$ cat config.mk
export PLATFORM = sky130hd
export DESIGN_NAME = cla_chunk_adder
export DESIGN_NICKNAME = d
export VERILOG_FILES = /design/src/rtl/cla_chunk_adder.sv
export SDC_FILE = /design/constraint.sdc
export NUM_CORES = 1
export LEC_CHECK = 0
export BUFFER_PORTS_ARGS = -buffer_cell sky130_fd_sc_hd__buf_2
export CORE_MARGIN = 2
export CORE_UTILIZATION = 40
export DETAILED_ROUTE_END_ITERATION = 16
export SLEW_MARGIN = 10
export SYNTH_ARGS = -nofsm -noshare
export SYNTH_HDL_FRONTEND = slang
export SYNTH_SLANG_ARGS = --single-unit
$ cat constraint.sdc
create_clock -name clk -period 4 [get_ports clk]
set_input_delay 0.2 -clock clk [delete_from_list [all_inputs] [get_ports clk]]
set_output_delay 0.2 -clock clk [all_outputs]
set_load 0.05 [all_outputs]
$ cat src/rtl/cla_chunk_adder.sv
// Multi-cycle adder/subtractor: one CHUNK-bit carry-lookahead slice per clock, LSB slice first.
// Results, carry-out and signed overflow update only on the edge that raises done.
module cla_chunk_adder #(
    parameter int unsigned WIDTH = 24,
    parameter int unsigned CHUNK = 6
) (
    input  logic             clk,
    input  logic             rst_n,
    input  logic             start,
    input  logic             sub,
    input  logic [WIDTH-1:0] a,
    input  logic [WIDTH-1:0] b,
    input  logic             cin,
    output logic             busy,
    output logic             done,
    output logic [WIDTH-1:0] so,
    output logic             cout,
    output logic             ovf
);

    localparam int unsigned NCHUNK = WIDTH / CHUNK;
    localparam int unsigned CNTW   = (NCHUNK > 1) ? $clog2(NCHUNK) : 1;
    localparam logic [CNTW-1:0] LAST_CNT = CNTW'(NCHUNK - 1);

    if ((CHUNK == 0) || (WIDTH == 0) || ((WIDTH % CHUNK) != 0)) begin : g_param_check
        $error("WIDTH must be a positive multiple of CHUNK");
    end

    typedef enum logic [1:0] {StIdle, StRun, StDone} state_e;

    state_e           state_q, state_d;
    logic [CNTW-1:0]  cnt_q, cnt_d;
    logic             carry_q, carry_d;
    logic [WIDTH-1:0] a_q, a_d;
    logic [WIDTH-1:0] b_q, b_d;
    logic [WIDTH-1:0] acc_q, acc_d;
    logic [WIDTH-1:0] so_q, so_d;
    logic             cout_q, cout_d;
    logic             ovf_q, ovf_d;
    logic             done_q, done_d;

    logic [31:0]      base;
    logic [CHUNK-1:0] sa, sb, sg, sp, ssum;
    logic [CHUNK:0]   sc;
    logic             term;
    logic             last, accept;

    // Slice adder: every carry is a flat sum-of-products of g/p and the slice carry-in.
    always_comb begin
        base = 32'(cnt_q) * CHUNK;
        sa   = a_q[base +: CHUNK];
        sb   = b_q[base +: CHUNK];
        sg   = sa & sb;
        sp   = sa ^ sb;
        sc   = '0;
        term = 1'b0;
        sc[0] = carry_q;
        for (int i = 0; i < int'(CHUNK); i++) begin
            sc[i+1] = sg[i];
            term    = sp[i];
            for (int j = i - 1; j >= 0; j--) begin
                sc[i+1] = sc[i+1] | (term & sg[j]);
                term    = term & sp[j];
            end
            sc[i+1] = sc[i+1] | (term & sc[0]);
        end
        ssum = sp ^ sc[CHUNK-1:0];
    end

    assign last   = (state_q == StRun) && (cnt_q == LAST_CNT);
    // A start on the completing edge is taken so back-to-back operations run at full rate.
    assign accept = start && ((state_q != StRun) || last);

    always_comb begin
        state_d = state_q;
        cnt_d   = cnt_q;
        carry_d = carry_q;
        a_d     = a_q;
        b_d     = b_q;
        acc_d   = acc_q;
        so_d    = so_q;
        cout_d  = cout_q;
        ovf_d   = ovf_q;
        done_d  = 1'b0;

        case (state_q)
            StRun: begin
                acc_d[base +: CHUNK] = ssum;
                carry_d = sc[CHUNK];
                cnt_d   = cnt_q + CNTW'(1);
                if (last) begin
                    so_d    = acc_d;
                    cout_d  = sc[CHUNK];
                    ovf_d   = sc[CHUNK] ^ sc[CHUNK-1];
                    done_d  = 1'b1;
                    state_d = StDone;
                end
            end
            StDone: begin
                if (!start) begin
                    state_d = StIdle;
                end
            end
            default: begin
                state_d = StIdle;
            end
        endcase

        // Subtraction is A + ~B + ~borrow; inversion happens once, at capture.
        if (accept) begin
            a_d     = a;
            b_d     = sub ? ~b : b;
            carry_d = cin ^ sub;
            cnt_d   = '0;
            state_d = StRun;
        end
    end

    always_ff @(posedge clk or negedge rst_n) begin
        if (!rst_n) begin
            state_q <= StIdle;
            cnt_q   <= '0;
            carry_q <= 1'b0;
            a_q     <= '0;
            b_q     <= '0;
            acc_q   <= '0;
            so_q    <= '0;
            cout_q  <= 1'b0;
            ovf_q   <= 1'b0;
            done_q  <= 1'b0;
        end else begin
            state_q <= state_d;
            cnt_q   <= cnt_d;
            carry_q <= carry_d;
            a_q     <= a_d;
            b_q     <= b_d;
            acc_q   <= acc_d;
            so_q    <= so_d;
            cout_q  <= cout_d;
            ovf_q   <= ovf_d;
            done_q  <= done_d;
        end
    end

    assign busy = (state_q == StRun);
    assign done = done_q;
    assign so   = so_q;
    assign cout = cout_q;
    assign ovf  = ovf_q;

endmodule

==> impl_metrics.ini <==
[floorplanning]
core-area_sq_um = 12720
die_x_microns = 118.8
start_util_pct = 41.41
dieArea_sq_um = 14110
ios = 81
rows = 41
die_h_microns = 118.8

[sta]
max_freq_mhz = 286.0
clock_skew_ns = 0.006970
slew_violations = 0
period_share_pct = 87.40
max_slew.worst_pin.slew_ns = 1.097
maxSlewHeadroom_pct = 26.62
setup_violations = 0
rsz0062_at_grt = no
fin_crit_ns = 3.496
holdWs_ns = -0.04758
finalHoldViolations = 43
final.setup.tns_ns = 0

[worst_setup_path]
cp_num_buf_inv = 0
crit_family = compound AO/OA/AOI/OAI gates
cp.required_ns = 4.20
worstPathCellList = mux4_2, ha_1, a211oi_1, o21bai_1, xor2_1, and3_1, a211oi_1, o21ai_0
crit_type = reg2reg
cpPeakStageDelay_ns = 0.72
cp_slowest_cell = dfrtp_1
endpoint_kind = register
r2r_slack_ns = 0.50
crit_fanout = 11
critPathLaunchType = register
crit_arrival_ns = 3.70
cp_common_cell = a211oi_1

[final_layout]
post-route-util_pct = 48.33
n_fill_cell = 1224
syn_to_final_growth_pct = 16.69
drive_above_1_share_pct = 26.68
antenna_cells = 0
nets = 643

[clocking]
cts.clk_slew.worst_paths_ns = 0.07
ctsHoldBuffers = 0
cts_resized = 0
postCtsSetupRepairBufs = 0
cts.path.max_buffers = 2
htree_levels = 3
root_buffer = clkbuf_16
insertion_delay_ns = 0.35
cts-buffers-inserted = 9
cts_sinks = 104
cts_tree = yes

[placed_design]
hpwl_microns = 8943
portBuffers = 80
place.gp.congestion = 0.9096

[synth]
synth_cell_types = 48
synth_top_cells_by_count = 104 x dfrtp_1, 71 x nand2_1, 57 x o21ai_0
synth_sequential_area_ratio_pct = 49.39
synth_warnings = 0
ys_top_cells_by_area = dfrtp_1 49%, mux2_2 5.8%, o21ai_0 5.4%
yosys.area.top_type_share_pct = 49.39
ys.flop_type = dfrtp_1
synth_async_sr_flop_share_pct = 100.0
synth_area_per_cell_sq_um = 10.39
syn-cell-area_sq_um = 5269
synthCells = 507
synthSimpleGateAreaFrac_pct = 11.97
synth.most_common_cell = dfrtp_1
synth_seq_cells = 104
synth_xor_area_share_pct = 5.319
syn-num-nets = 574
synthMuxAreaShare_pct = 11.28
synth_top_family_by_area = compound AO/OA/AOI/OAI gates
synth_fa_ha_area_share_pct = 3.467
synth_edf_count = 0
post-synth-top-area-cell = dfrtp_1
synth-compound-area-share_pct = 15.51

[drt]
routedWlPerCell_microns = 16.33
drt_first_pass_iters = 4
drt_iter0_drc = 234
drc = 0
ant_nets = 0
vias = 3968
viasPerCell = 5.270
routed_wl_microns = 12300

[min_path]
hold_path_class = in2async

[global_route]
grt_overflow = 0
grt_pass1_wl_microns = 20420
grt_max_degree = 69
gr-usage-all-layers_pct = 18.32
grt_pass1_vias = 3981
antenna_found_initial = 0

[run_status]
status = finished with violations
violations = hold timing

[flow_run]
maxCapViolations = 0
## layout make-up
type | count | area [sq um] | share of cell area, %
Clock buffer | 11 | 242.7 | 3.948
Sequential cell | 104 | 2603 | 42.33
Inverter | 12 | 45.04 | 0.7326
Tap cell | 172 | 215.2 | 3.500
Multi-Input combinational cell | 360 | 2516 | 40.92
Clock inverter | 5 | 56.30 | 0.9158
Timing Repair Buffer | 89 | 470.5 | 7.652
## cells in the final DEF (no fill, tap or decap), drive strengths merged, types with 2 or more instances in the layout
master and n:
inv 11, mux2 27, dfrtp 104, nand3 5, clkbuf 11, a221oi 3, nor4 3, mux2i 2
a32o 2, a21oi 29, xor2 3, a31oi 5, o31ai 11, or2 4, ha 13, mux4 12
clkinv 4, nor3 6, nor3b 2, nand2 71, xnor2 29, and3 9, o21ai 58, o21bai 3
o31a 2, o22a 2, nand2b 6, a21o 2, a211oi 2, buf 89, nor2 30, a22o 6
a32oi 2
## cells by family (layout without fill, tap and decap cells)
kind of cell    after synthesis  after routing
flops                       104            104
xor+xnor                     32             32
mux                          41             41
simple gates                141            141
compound gates              132            132
fa+ha+maj                    14             14
buf+inv                      43            117
## per-layer routing
metal	global-route usage, %	vias to the layer above	routed length (microns)
met3	4.440	16	533
met1	24.21	1916	5594
met2	29.96	106	5977
met4	5.357	0	195
met5	0	-	0
li1	-	1930	-
## registers in the layout, indices dropped and copies added (netlist names)
name / flops
acc_q: 24
ovf: 1
cout: 1
a_q: 24
cnt_q: 2
done: 1
b_q: 24
so: 24
carry_q: 1
state_q: 2
## path summary, 6_finish.rpt
check | startpoint | endpoint | depth (start not counted)
max | cnt_q[0] | acc_q[9] | 8
min | rst_n | so[22] | 1
max reg2reg | cnt_q[0] | acc_q[9] | 8
min reg2reg | acc_q[11] | acc_q[11] | 2
max in group asynchronous | rst_n | a_q[1] | 2
min in group clk | a[5] | a_q[5] | 2
## through the flow
step	std cells	hold WS, ns	instance area [sq um]	setup slack (ns)
detailed placement	737	0.3819	5849	0.4965
floorplan	507	-0.09559	5269	0.2578
global placement	737	0.3634	5849	0.5926
global route	753	0.01552	6148	0.2940
finish	753	-0.04758	6148	0.5040
CTS	753	0.001575	6148	0.4707
Power is not shown: default switching activity piles up to over one toggle a cycle in this logic, so the estimate is an artifact.
